**config.mk**
```make
export PLATFORM = sky130hd
export DESIGN_NAME = cic_interpolator
export DESIGN_NICKNAME = d
export VERILOG_FILES = /design/src/rtl/cic_pkg.sv /design/src/rtl/cic_integ.sv /design/src/rtl/cic_interpolator.sv
export SDC_FILE = /design/constraint.sdc
export NUM_CORES = 1
export LEC_CHECK = 0
export ABC_AREA = 1
export CORE_MARGIN = 5
export CORE_UTILIZATION = 55
export CTS_BUF_LIST = sky130_fd_sc_hd__clkbuf_2
export DETAILED_ROUTE_END_ITERATION = 12
export DONT_BUFFER_PORTS = 1
export GPL_TIMING_DRIVEN = 0
export PLACE_DENSITY = 0.7
export SYNTH_ARGS = -nofsm -noshare
export SYNTH_HDL_FRONTEND = slang
export SYNTH_SLANG_ARGS = --single-unit
```
**constraint.sdc**
```tcl
create_clock -name clk -period 6.6 [get_ports clk]
set_clock_uncertainty 0.15 [all_clocks]
set_input_delay 1.98 -clock clk [delete_from_list [all_inputs] [get_ports clk]]
set_output_delay 1.98 -clock clk [all_outputs]
set_load 0.01 [all_outputs]
```
**src/rtl/cic_pkg.sv**
```systemverilog
// Shared sizing helpers for the CIC interpolator and its integrator stages.
package cic_pkg;

    function automatic int cic_out_width(input int in_w, input int n, input int r, input int m);
        return in_w + n * $clog2(r * m);
    endfunction

    // The phase counter needs at least one bit even when R is a power of two near the minimum.
    function automatic int cic_phase_width(input int r);
        return (r > 2) ? $clog2(r) : 1;
    endfunction

    localparam int DEF_R = 4;

    typedef logic [cic_phase_width(DEF_R)-1:0] cic_phase_t;

endpackage

```
**src/rtl/cic_integ.sv**
```systemverilog
// One enabled accumulator stage: y <= y + x whenever en is high; wraps modulo 2^WIDTH.
module cic_integ #(
    parameter int WIDTH = 14
) (
    input  logic             clk,
    input  logic             rstn,
    input  logic             en,
    input  logic [WIDTH-1:0] x,
    output logic [WIDTH-1:0] y
);

    logic [WIDTH-1:0] acc_q;
    logic [WIDTH-1:0] acc_d;

    assign acc_d = acc_q + x;
    assign y     = acc_q;

    always_ff @(posedge clk) begin
        if (!rstn) begin
            acc_q <= '0;
        end else if (en) begin
            acc_q <= acc_d;
        end
    end

endmodule

```
**src/rtl/cic_interpolator.sv**
```systemverilog
// CIC interpolator: N comb stages at the input rate, zero-stuffing by R, N integrators at the output rate.
module cic_interpolator
    import cic_pkg::*;
#(
    parameter int  IN_WIDTH  = 8,
    parameter int  N_STAGES  = 3,
    parameter int  R         = 4,
    parameter int  M         = 1,
    localparam int OUT_WIDTH = cic_out_width(IN_WIDTH, N_STAGES, R, M)
) (
    input  logic                 clk,
    input  logic                 rstn,
    input  logic [IN_WIDTH-1:0]  in_data,
    input  logic                 in_valid,
    output logic                 in_ready,
    output logic [OUT_WIDTH-1:0] out_data,
    output logic                 out_valid,
    input  logic                 out_ready
);

    localparam int PW = cic_phase_width(R);

    logic [PW-1:0]        phase_q;
    logic [PW-1:0]        phase_d;
    logic                 out_valid_q;
    logic                 adv;
    logic                 step;
    logic                 accept;
    logic [OUT_WIDTH-1:0] up_d;
    logic [OUT_WIDTH-1:0] comb_c [N_STAGES+1];
    logic [OUT_WIDTH-1:0] integ_y [N_STAGES];

    // Handshake: a beat moves when out_valid && out_ready; a sample moves when in_valid && in_ready.
    // The whole datapath advances only on step, so output backpressure freezes every register.
    assign adv      = !out_valid_q || out_ready;
    assign in_ready = rstn && adv && (phase_q == '0);
    assign step     = adv && ((phase_q != '0) || in_valid);
    assign accept   = step && (phase_q == '0);
    assign phase_d  = (phase_q == PW'(R - 1)) ? '0 : phase_q + 1'b1;

    always_ff @(posedge clk) begin
        if (!rstn) begin
            phase_q     <= '0;
            out_valid_q <= 1'b0;
        end else begin
            if (step) begin
                phase_q <= phase_d;
            end
            if (step) begin
                out_valid_q <= 1'b1;
            end else if (out_ready) begin
                out_valid_q <= 1'b0;
            end
        end
    end

    assign comb_c[0] = {{(OUT_WIDTH-IN_WIDTH){in_data[IN_WIDTH-1]}}, in_data};

    for (genvar k = 0; k < N_STAGES; k++) begin : g_comb
        logic [OUT_WIDTH-1:0] dly_q [M];

        always_ff @(posedge clk) begin
            if (!rstn) begin
                for (int i = 0; i < M; i++) begin
                    dly_q[i] <= '0;
                end
            end else if (accept) begin
                dly_q[0] <= comb_c[k];
                for (int i = 1; i < M; i++) begin
                    dly_q[i] <= dly_q[i-1];
                end
            end
        end

        assign comb_c[k+1] = comb_c[k] - dly_q[M-1];
    end

    assign up_d = (phase_q == '0) ? comb_c[N_STAGES] : '0;

    for (genvar k = 0; k < N_STAGES; k++) begin : g_integ
        if (k == 0) begin : g_first
            cic_integ #(.WIDTH(OUT_WIDTH)) u_integ (
                .clk  (clk),
                .rstn (rstn),
                .en   (step),
                .x    (up_d),
                .y    (integ_y[k])
            );
        end else begin : g_rest
            cic_integ #(.WIDTH(OUT_WIDTH)) u_integ (
                .clk  (clk),
                .rstn (rstn),
                .en   (step),
                .x    (integ_y[k-1]),
                .y    (integ_y[k])
            );
        end
    end

    assign out_data  = integ_y[N_STAGES-1];
    assign out_valid = out_valid_q;

endmodule

```
==> metrics.cfg <==
[clock_network]
cts_root_buf = clkbuf_2
cts_buffers = 9
clkTransAtPathRegs_ns = 0.19
clk_latency_ns = 0.59
cts_buffer_depth = 2
cts_tree = built
htreeDepth = 3
hold_buffers = 0
cts.sinks = 81

[layout]
stdcell_count = 1032
drive_above_1_share_pct = 8.77
stdcell_area_um2 = 6960
n_antenna_cell = 0
final_net_count = 977
register_area_um2 = 1980
syn2layout_area_growth_pct = 8.87
multi_input_area_um2 = 3960
n_fill_cell = 1042

[synth]
synth_edf_count = 36
synth_seq_cells = 81
syn_nets = 952
yosysTopAreaCellShare_pct = 16.9
yosysMostFrequentCell = inv_1
netlist_area_um2 = 6390
yosys_warnings = 0
synth.distinct_cells = 41
yosys_most_used_dff = dfxtp_1
synthCells = 859
synth_top_cell_by_area = edfxtp_1
synth_commonest_cells = inv_1 (142), nor2_1 (121), nand2_1 (107), a21oi_1 (90), ha_1 (75)
yosys-top-cells-area = edfxtp_1 (17%), ha_1 (15%), dfxtp_1 (14%)
ys_seq_area_share_pct = 31.0
syn_area_per_cell_um2 = 7.44
ys_async_sr_fraction_pct = 0

[die]
num_rows = 39
die_x_um = 118
core_area_um2 = 11400
fp.dieArea_um2 = 13900
die_y_um = 118
initial_core_util_pct = 56.0
num_io_pins = 28

[timing]
max_freq_ghz = 0.156
hold_slack_ns = 0.354
fin_ws_ns = 0.179
setup_viol_count_final = 0
final-max-slew-violation-count = 0
finalHoldViolCount = 0
worst_pin_slew_ns = 0.658
fin_crit_sh_pct = 97.3
period_needed_ns = 6.42
slew_headroom_pct = 56.1

[hold_path]
hold_depth = 1
hold_class = register to register

[global_routing]
grt_usage_pct = 20.1
grt_pass1_vias = 5438
grt_overflow_total = 0
grt_start_max_net_pins = 26
grt_antenna_before_repair = 0
grt_pass1_wl_um = 23300

[place]
place.gp.congestion = 0.974
dpl_cell_area_um2 = 6620
dp_cells = 1003
hpwl_um = 10900
dp_slack_ns = -0.593
io_buffers = 0

[worst_setup_path]
path_class = primary input to register
end_kind = register
crit_fanout = 5
worstPathArrival_ns = 6.81
reg2reg_depth = 33
crit_slowest_cell = fa_2
crit_required_ns = 6.98
start_kind = primary input
cp_common_cell = inv_1
critPathMaxStageDelay_ns = 0.34

[drt]
first_iter_violations = 359
drt_wl_total_um = 14300
wl_per_cell_um = 13.8
first_pass_iters = 5
avgViaCountPerCell = 5.41
ant_nets = 0
vias = 5579
post-route-drc-count = 0

[status]
status = completed

[job]
maxCapViolations = 0

==> final cells by class <==
class | instances | area share [%]
plain buffers | 17 | 0.935
clock buffers | 11 | 0.791
clock inverters | 5 | 0.665
inverters | 146 | 7.88
multi-input cells | 615 | 56.9
flip-flops and latches | 81 | 28.5
well taps | 143 | 2.57
repair buffers | 14 | 1.80
==> worst max-delay path, delay by kind of cell <==
kind,cells,cell delay (ns)
AOI/OAI and AO/OA,9,1.38
buffers and inverters,7,0.57
xor gates and xnor gates,2,0.45
and+or+nand+nor,11,1.10
adders and majority gates,5,1.32
==> registers in the layout, summed over array words and instances (netlist names) <==
register                   flops
g_comb.dly_q                  36
g_integ.g_rest.u_integ.y      28
phase_q                        2
g_integ.g_first.u_integ.y     14
out_valid                      1
==> metal layers <==
layer / part of all wire (%) / vias to the layer above / track usage [%]
li1: - / 2884 / -
met1: 41 / 2549 / 20.6
met2: 51 / 110 / 38.1
met3: 3.5 / 36 / 3.56
met4: 3.9 / 0 / 11.3
met5: 0 / - / 0
==> logic make-up after synthesis <==
group | share of synthesized area (%)
DFF | 31.0
and+or+nand+nor | 19.1
adders and majority gates | 16.6
buffers and inverters | 9.59
xor gates and xnor gates | 6.31
AOI/OAI and AO/OA | 17.4
==> worst paths after layout <==
| check | startpoint | end | slack (ns) |
|---|---|---|---|
| setup / recovery | in_data[0] | g_integ[0].g_first.u_integ.y[13] | 0.18 |
| hold / removal | g_integ[1].g_rest.u_integ.y[13] | g_integ[1].g_rest.u_integ.y[13] | 0.35 |
| setup reg to reg | g_comb[0].dly_q[0][0] | g_integ[0].g_first.u_integ.y[13] | 1.23 |
| hold reg to reg | g_integ[1].g_rest.u_integ.y[13] | g_integ[1].g_rest.u_integ.y[13] | 0.35 |
==> repair_timing <==
action	4_1_cts	5_1_grt
gates resized for setup	0	29
endpoints found under the setup margin	0	4
setup buffers	0	13
==> per-stage QoR <==
stage / setup TNS, ns / util, %
finish: 0 / 60.9
global route: -0.272 / 60.9
CTS: 0 / 58.8
floorplan: 0 / -
global placement: -20.13 / 57.6
detailed placement: -1.67 / 58.0
==> placed cells by master, fill, tap and decap left out, types with 6 or more instances in the layout <==
cell | synthesis | final
xor2_1 | 38 | 36
a21oi_1 | 90 | 86
buf_4 | 0 | 13
o21ai_0 | 72 | 68
dfxtp_1 | 45 | 45
nand3_1 | 32 | 30
nand2_2 | 6 | 8
xnor2_1 | 8 | 8
nand2_1 | 107 | 105
o21ai_1 | 7 | 7
inv_1 | 142 | 142
edfxtp_1 | 36 | 36
ha_1 | 75 | 70
o211ai_1 | 6 | 6
nor2_1 | 121 | 120
clkbuf_2 | 0 | 11
clkbuf_1 | 16 | 16
Power is left out: the tool's default activity adds up to more than one toggle a clock period on the data nets, which glitch-free logic cannot reach.
